## src/rtl/ext_result_collector_if.sv

```systemverilog
// ----------------------------------------------------------------------------
// ext_result_collector_if
//   Bundles the external result stream and the output-buffer SRAM write port
//   seen by ext_result_collector.
//
//   Stream (producer -> collector), no backpressure:
//     ext_valid_i   beat valid
//     ext_result_i  beat data, DRIVER_WIDTH bits
//   Memory write port (collector -> SRAM), active-low strobes:
//     mem_cenb_o    chip enable, active-low
//     mem_wenb_o    write enable, active-low
//     mem_addr_o    row address, AW bits
//     mem_d_o       row write data, RW bits
//
//   Handshake: a beat transfers in every cycle ext_valid_i is high; the
//   collector has no ready signal and never stalls the producer. A memory
//   write takes place in every cycle mem_cenb_o and mem_wenb_o are both low.
//
//   Modports:
//     slave  - the collector (consumes the stream, drives the memory port)
//     master - the stream producer / memory model (testbench side)
// ----------------------------------------------------------------------------
interface ext_result_collector_if #(
    parameter int DRIVER_WIDTH = 8,
    parameter int RW           = 32,
    parameter int AW           = 8
) ();
    logic                    ext_valid_i;
    logic [DRIVER_WIDTH-1:0] ext_result_i;
    logic                    mem_cenb_o;
    logic                    mem_wenb_o;
    logic [AW-1:0]           mem_addr_o;
    logic [RW-1:0]           mem_d_o;

    modport slave (
        input  ext_valid_i,
        input  ext_result_i,
        output mem_cenb_o,
        output mem_wenb_o,
        output mem_addr_o,
        output mem_d_o
    );

    modport master (
        output ext_valid_i,
        output ext_result_i,
        input  mem_cenb_o,
        input  mem_wenb_o,
        input  mem_addr_o,
        input  mem_d_o
    );
endinterface

```

## src/rtl/ext_result_collector.sv

```systemverilog
// ----------------------------------------------------------------------------
// ext_result_collector
//   Receive end of the matrix-multiply wrapper's external result stream.
//   DRIVER_WIDTH-bit beats are packed LSB-first into COL*WIDTH-bit rows and
//   every completed row is written into an output-buffer SRAM. A run ends
//   after an expected number of rows or when a stop code arrives at beat 0.
//
//   Ports:
//     clk_i          clock
//     rstn_async_i   asynchronous active-low reset
//     en_i           block enable; low freezes all state and masks writes
//     start_i        one-cycle pulse: clear counters, load config, COLLECT
//     base_addr_i    first destination row (sampled on start_i)
//     exp_rows_i     rows to collect, 0 = unlimited (sampled on start_i)
//     stop_en_i      enable stop-code termination (sampled on start_i)
//     stop_code_i    stop code value (sampled on start_i)
//     bus            stream in / SRAM write port (slave modport)
//     row_cnt_o      rows written since start_i
//     busy_o         high in COLLECT
//     done_o         high in DONE until the next start_i
//     overflow_o     sticky; a write landed past the wrap of O_SIZE-1
//     state_dbg_o    current FSM state (IDLE=0, COLLECT=1, DONE=2)
// ----------------------------------------------------------------------------
module ext_result_collector #(
    parameter  int WIDTH        = 8,
    parameter  int COL          = 4,
    parameter  int DRIVER_WIDTH = 8,
    parameter  int O_SIZE       = 256,
    localparam int RW           = COL * WIDTH,
    localparam int AW           = $clog2(O_SIZE)
) (
    input  logic                    clk_i,
    input  logic                    rstn_async_i,
    input  logic                    en_i,
    input  logic                    start_i,
    input  logic [AW-1:0]           base_addr_i,
    input  logic [AW:0]             exp_rows_i,
    input  logic                    stop_en_i,
    input  logic [DRIVER_WIDTH-1:0] stop_code_i,
    ext_result_collector_if.slave   bus,
    output logic [AW:0]             row_cnt_o,
    output logic                    busy_o,
    output logic                    done_o,
    output logic                    overflow_o,
    output logic [1:0]              state_dbg_o
);

    localparam int BEATS = RW / DRIVER_WIDTH;
    localparam int BIW   = (BEATS > 1) ? $clog2(BEATS) : 1;
    localparam logic [BIW-1:0] LAST_BEAT = BIW'(BEATS - 1);
    localparam logic [AW-1:0]  LAST_ADDR = AW'(O_SIZE - 1);

    localparam logic [1:0] S_IDLE    = 2'd0;
    localparam logic [1:0] S_COLLECT = 2'd1;
    localparam logic [1:0] S_DONE    = 2'd2;

    logic [1:0]              r_state;
    logic [BIW-1:0]          r_beat_idx;
    logic [RW-1:0]           r_shift;
    logic [AW-1:0]           r_addr;
    logic                    r_wrapped;
    logic [AW:0]             r_row_cnt;
    logic [AW:0]             r_exp_rows;
    logic                    r_stop_en;
    logic [DRIVER_WIDTH-1:0] r_stop_code;
    logic                    r_overflow;
    logic                    r_cenb;
    logic                    r_wenb;
    logic [AW-1:0]           r_mem_addr;
    logic [RW-1:0]           r_mem_d;

    logic                    w_beat_ok;
    logic                    w_stop_hit;
    logic [AW:0]             w_row_cnt_inc;
    logic [RW-1:0]           w_shift_next;

    // start_i takes priority, so a beat arriving with it is dropped.
    assign w_beat_ok     = (r_state == S_COLLECT) && bus.ext_valid_i && !start_i;
    assign w_stop_hit    = w_beat_ok && r_stop_en && (r_beat_idx == '0) &&
                           (bus.ext_result_i == r_stop_code);
    assign w_row_cnt_inc = r_row_cnt + 1'b1;

    // Row image with the current beat dropped into its slot; on the last
    // beat this is exactly the row that goes to memory.
    always_comb begin
        w_shift_next = r_shift;
        w_shift_next[r_beat_idx*DRIVER_WIDTH +: DRIVER_WIDTH] = bus.ext_result_i;
    end

    always_ff @(posedge clk_i or negedge rstn_async_i) begin
        if (!rstn_async_i) begin
            r_state     <= S_IDLE;
            r_beat_idx  <= '0;
            r_shift     <= '0;
            r_addr      <= '0;
            r_wrapped   <= 1'b0;
            r_row_cnt   <= '0;
            r_exp_rows  <= '0;
            r_stop_en   <= 1'b0;
            r_stop_code <= '0;
            r_overflow  <= 1'b0;
            r_cenb      <= 1'b1;
            r_wenb      <= 1'b1;
            r_mem_addr  <= '0;
            r_mem_d     <= '0;
        end else if (en_i) begin
            // A write strobe lasts one enabled cycle; while en_i is low the
            // strobe register holds so the write goes out on re-enable.
            r_cenb <= 1'b1;
            r_wenb <= 1'b1;
            if (start_i) begin
                r_state     <= S_COLLECT;
                r_beat_idx  <= '0;
                r_shift     <= '0;
                r_addr      <= base_addr_i;
                r_wrapped   <= 1'b0;
                r_row_cnt   <= '0;
                r_exp_rows  <= exp_rows_i;
                r_stop_en   <= stop_en_i;
                r_stop_code <= stop_code_i;
                r_overflow  <= 1'b0;
            end else if (w_stop_hit) begin
                // The stop beat itself is never stored.
                r_state <= S_DONE;
            end else if (w_beat_ok) begin
                r_shift <= w_shift_next;
                if (r_beat_idx == LAST_BEAT) begin
                    r_beat_idx <= '0;
                    r_cenb     <= 1'b0;
                    r_wenb     <= 1'b0;
                    r_mem_addr <= r_addr;
                    r_mem_d    <= w_shift_next;
                    r_row_cnt  <= w_row_cnt_inc;
                    // Overflow flags the first write that lands on a
                    // wrapped address, not the wrap itself.
                    if (r_wrapped) begin
                        r_overflow <= 1'b1;
                    end
                    if (r_addr == LAST_ADDR) begin
                        r_addr    <= '0;
                        r_wrapped <= 1'b1;
                    end else begin
                        r_addr <= r_addr + 1'b1;
                    end
                    if ((r_exp_rows != '0) && (w_row_cnt_inc == r_exp_rows)) begin
                        r_state <= S_DONE;
                    end
                end else begin
                    r_beat_idx <= r_beat_idx + 1'b1;
                end
            end
        end
    end

    assign bus.mem_cenb_o = r_cenb | ~en_i;
    assign bus.mem_wenb_o = r_wenb | ~en_i;
    assign bus.mem_addr_o = r_mem_addr;
    assign bus.mem_d_o    = r_mem_d;

    assign row_cnt_o   = r_row_cnt;
    assign busy_o      = (r_state == S_COLLECT);
    assign done_o      = (r_state == S_DONE);
    assign overflow_o  = r_overflow;
    assign state_dbg_o = r_state;

endmodule

```

## src/flat_wrapper.sv

```systemverilog
// flat-port wrapper written by rule: the top's interface ports become plain ports
module ext_result_collector_flat 
#(
    parameter  int WIDTH        = 8,
    parameter  int COL          = 4,
    parameter  int DRIVER_WIDTH = 8,
    parameter  int O_SIZE       = 256,
    localparam int RW           = COL * WIDTH,
    localparam int AW           = $clog2(O_SIZE)
)
  (clk_i, rstn_async_i, en_i, start_i, base_addr_i, exp_rows_i, stop_en_i, stop_code_i, row_cnt_o, busy_o, done_o, overflow_o, state_dbg_o, bus_ext_valid_i, bus_ext_result_i, bus_mem_cenb_o, bus_mem_wenb_o, bus_mem_addr_o, bus_mem_d_o);
  ext_result_collector_if #(.DRIVER_WIDTH(DRIVER_WIDTH), .RW(32), .AW(8)) bus_i ();
  input  logic clk_i;
  input  logic rstn_async_i;
  input  logic en_i;
  input  logic start_i;
  input  logic [AW-1:0] base_addr_i;
  input  logic [AW:0] exp_rows_i;
  input  logic stop_en_i;
  input  logic [DRIVER_WIDTH-1:0] stop_code_i;
  output logic [AW:0] row_cnt_o;
  output logic busy_o;
  output logic done_o;
  output logic overflow_o;
  output logic [1:0] state_dbg_o;
  input wire logic [$bits(bus_i.ext_valid_i)-1:0] bus_ext_valid_i;
  input wire logic [$bits(bus_i.ext_result_i)-1:0] bus_ext_result_i;
  output wire logic [$bits(bus_i.mem_cenb_o)-1:0] bus_mem_cenb_o;
  output wire logic [$bits(bus_i.mem_wenb_o)-1:0] bus_mem_wenb_o;
  output wire logic [$bits(bus_i.mem_addr_o)-1:0] bus_mem_addr_o;
  output wire logic [$bits(bus_i.mem_d_o)-1:0] bus_mem_d_o;
  assign bus_i.ext_valid_i = bus_ext_valid_i;
  assign bus_i.ext_result_i = bus_ext_result_i;
  assign bus_mem_cenb_o = bus_i.mem_cenb_o;
  assign bus_mem_wenb_o = bus_i.mem_wenb_o;
  assign bus_mem_addr_o = bus_i.mem_addr_o;
  assign bus_mem_d_o = bus_i.mem_d_o;
  ext_result_collector #(.WIDTH(WIDTH), .COL(COL), .DRIVER_WIDTH(DRIVER_WIDTH), .O_SIZE(O_SIZE)) u_core (.clk_i(clk_i), .rstn_async_i(rstn_async_i), .en_i(en_i), .start_i(start_i), .base_addr_i(base_addr_i), .exp_rows_i(exp_rows_i), .stop_en_i(stop_en_i), .stop_code_i(stop_code_i), .bus(bus_i), .row_cnt_o(row_cnt_o), .busy_o(busy_o), .done_o(done_o), .overflow_o(overflow_o), .state_dbg_o(state_dbg_o));
endmodule
```

## config.mk

```make
export PLATFORM = sky130hd
export DESIGN_NAME = ext_result_collector_flat
export DESIGN_NICKNAME = d
export VERILOG_FILES = /design/src/rtl/ext_result_collector_if.sv /design/src/rtl/ext_result_collector.sv /design/src/flat_wrapper.sv
export SDC_FILE = /design/constraint.sdc
export NUM_CORES = 1
export LEC_CHECK = 0
export ABC_AREA = 1
export BUFFER_PORTS_ARGS = -buffer_cell sky130_fd_sc_hd__buf_2
export CORE_MARGIN = 5
export CORE_UTILIZATION = 45
export DETAILED_ROUTE_END_ITERATION = 8
export PLACE_DENSITY = 0.78
export SLEW_MARGIN = 10
export SYNTH_ARGS = -nofsm -noshare
export SYNTH_HDL_FRONTEND = slang
export SYNTH_SLANG_ARGS = --single-unit
```

## constraint.sdc

```tcl
create_clock -name clk_i -period 4.54 [get_ports clk_i]
set_clock_uncertainty 0.05 [all_clocks]
set_input_delay 0 -clock clk_i [delete_from_list [all_inputs] [get_ports clk_i]]
set_output_delay 0 -clock clk_i [all_outputs]
set_load 0.005 [all_outputs]
```

==> metrics.yaml <==
async_flop_share_pct: 100
avgSynthCellArea_um2: 7.90
io_buffers: 94
ir_worst_vdd_uv: 222
syn_area_um2: 5670
cts_made_buffers: 17
dpl_cell_area_um2: 6160
synth_seq_area_share_pct: 50.3
die_h_um: 122
die-area_um2: 15000
hold_path_startpoint: "bus_ext_result_i[0]"
fin_nets: 878
yosys_warnings: 0
netlist-cell-type-count: 36
htree_levels: 4
cp_data_arrival_time_ns: 3.19
place_inst: 951
hold_viol: 0
instances_no_fill: 1016
vias_per_cell: 4.96
tritoncts: "built"
netlist.area_leader.share_pct: 49.8
min_period_ns: 2.98
cts.clk_slew.worst_paths_ns: 0.05
crit_path_frequent_cell: "nand2_1"
seqPwrFrac_pct: 41.0
reg2reg_slack_ns: 1.56
cp-end-kind: "flop"
clockBufferDepth: 2
hpwl_um: 9340
syn2layout_area_growth_pct: 24.5
crit_chain: "inv_1 -> ha_1 -> nand2_1 -> nor2_1 -> nand4_1 -> nor2_1 -> nand2_1 -> nand2_2 -> nand2_2 -> nand2_1 -> o21ai_0"
setup_violations: 0
dr.pass1.iters: 5
design_area_um2: 7060
p_int_mw: 2.06
maxSlewHeadroom_pct: 35.9
root_buffer: "clkbuf_16"
drv_slew: 0
syn_nets: 765
drcViolationCount: 0
outcome: "completed"
min_to: "u_core.r_shift[0]"
seq_area_um2: 2850
gp_congestion: 0.864
whs_path_depth: 5
path_max_fanout: 40
fmax_mhz: 335
grt_usage_pct: 19.5
wl_um: 13900
timing.setup.tns_ns: 0
synth_seq_cells: 114
r2r-end: "u_core.row_cnt_o[1]"
synth.area.top_cells: "dfrtp_1 50%, nand2_1 15%, inv_1 5.8%, o21ai_0 5.5%, nand3_1 5.1%"
rsz0062_at_grt: "false"
drive_gt1_share_pct: 16.6
finalCritPeriodShare_pct: 65.7
grt-busiest-layer: "met2"
worstMarginPinSlew_ns: 0.961
grt_overflow: 0
die_width_um: 122
power_switching_share_pct: 26.9
post-place-ws_ns: 1.57
synth_largest_area_cell: "dfrtp_1"
required_ns: 4.75
critPathMaxStageDelay_ns: 0.60
grtUsageMet3_pct: 4.93
cts.sinks: 114
synthCells: 718
ioPinCount: 95
num_vias: 5038
combPwrFrac_pct: 13.6
power_frac_clock_pct: 45.4
rows: 41
synth_edf_count: 0
detail_route.iter0.violations: 365
power_switching_uw: 759
ctsResizeCount: 0
r2r_cells: 11
final_common_cell: "nand2_1"
grt_util_met1_pct: 27.1
routedWlPerCell_um: 13.6
cp-start-kind: "flop"
leakage_nw: 3.58
multi_input_area_um2: 2260
clk_latency_ns: 0.42
final_cell_mix: "229 x nand2_1, 113 x dfrtp_1, 93 x buf_2, 88 x inv_1, 62 x o21ai_0"
antenna_found_initial: 0
grt_max_degree: 76
maxCapViolCount: 0
use_met2_pct: 29.9
coreArea_um2: 12500
critPathSlowestCell: "nand2_1"
r2r_start: "u_core.r_beat_idx[0]"
hold_path.class: "in2reg"
ant_nets: 0
diodes: 0
n_fill_cell: 1148
first_global_vias: 4714
ys.flop_type: "dfrtp_1"
grt_pass1_wl_um: 23000
start_util_pct: 45.5
worst_slack_ns: 1.56
critPathKind: "reg2reg"
powerDensity_nw_per_um2: 399
[worst max path at each step]
stage               slack, ns                  from                  endpoint  depth (start not counted)
floorplan                2.41  u_core.r_beat_idx[0]  u_core.bus.mem_addr_o[1]                         14
global placement         1.69  u_core.r_beat_idx[0]          u_core.r_addr[5]                         11
detailed placement       1.57  u_core.r_beat_idx[0]       u_core.row_cnt_o[1]                         11
CTS                      1.57  u_core.r_beat_idx[0]          u_core.r_addr[7]                         11
global route             1.21  u_core.r_beat_idx[0]       u_core.row_cnt_o[1]                         12
finish                   1.56  u_core.r_beat_idx[0]       u_core.row_cnt_o[1]                         11
[worst max-delay path, delay by kind of cell, from the launching register on]
family          cells  cell delay, ns
simple gates        8            1.59
buf+inv             1            0.32
flops               1            0.44
compound gates      1            0.17
fa+ha+maj           1            0.26
[cell families (layout without fill, tap and decap cells)]
logic type,Yosys count,in the layout,synth area share [%]
flip-flops,114,114,50.3
buffers and inverters,126,252,9.92
XOR/XNOR,5,5,0.772
multiplexers,2,2,0.353
adder cells (fa/ha/maj),8,8,1.76
AND/OR/NAND/NOR,343,343,25.2
AO/OA/AOI/OAI,120,120,11.7
[power by group through the flow]
| stage | combinational, mW | clock [mW] | sequential (mW) |
|---|---|---|---|
| 3_3_place_gp | 0.352 | 0 | 1.17 |
| 4_1_cts | 0.382 | 1.30 | 1.15 |
| 2_1_floorplan | 0.246 | 0 | 1.15 |
| 5_1_grt | 0.436 | 1.36 | 1.16 |
| 3_5_place_dp | 0.357 | 0 | 1.17 |
| 6_report | 0.382 | 1.28 | 1.16 |
[synthesized netlist by cell type, types with 3 or more instances]
cell and n:
buf_2 6, a21oi_1 8, inv_1 88, clkbuf_1 13, xor2_1 3, dfrtp_1 113
o22ai_1 33, ha_1 8, nor2_1 36, o21ai_0 62, buf_1 5, nand2_1 229
nor3_1 3, nand4_1 6, o21ai_1 9, nand3_1 58, buf_6 10
[flip-flops by register name, indices dropped and copies added (netlist names)]
register	flops
u_core.bus.mem_addr_o	8
u_core.bus.mem_d_o	32
u_core.overflow_o	1
u_core.r_addr	8
u_core.r_beat_idx	2
u_core.r_cenb	1
u_core.r_exp_rows	9
u_core.r_shift	32
u_core.r_stop_code	8
u_core.r_stop_en	1
u_core.r_wrapped	1
u_core.row_cnt_o	9
u_core.state_dbg_o	2
[cell type report]
cell class | instances | area share (%)
flip-flops and latches | 114 | 40.4
multi-input cells | 478 | 32.0
repair buffers | 130 | 11.7
clock buffers | 22 | 6.57
inverters | 90 | 4.78
well taps | 172 | 3.05
clock inverters | 10 | 1.54
[layer usage]
layer  share of wire [%]  up-vias
met5                   0        -
met4                 1.0        0
met3                 6.0       10
met2                  47      145
met1                  46     2357
li1                    -     2526
[stage by stage]
step	utilization (%)	total power, mW	hold slack (ns)
after floorplan	-	1.40	-0.346
after global placement	49.4	1.52	0.146
after detailed placement	49.4	1.53	0.152
after CTS	56.7	2.84	0.00317
after global routing	56.7	2.96	0.0381
final	56.7	2.82	0.0329
[what timing repair did]
action,4_1_cts,5_1_grt
setup buffers,0,0
hold endpoints to repair,111,0
hold buffers,33,0
Note: power is estimated with default switching activity, not from simulation.
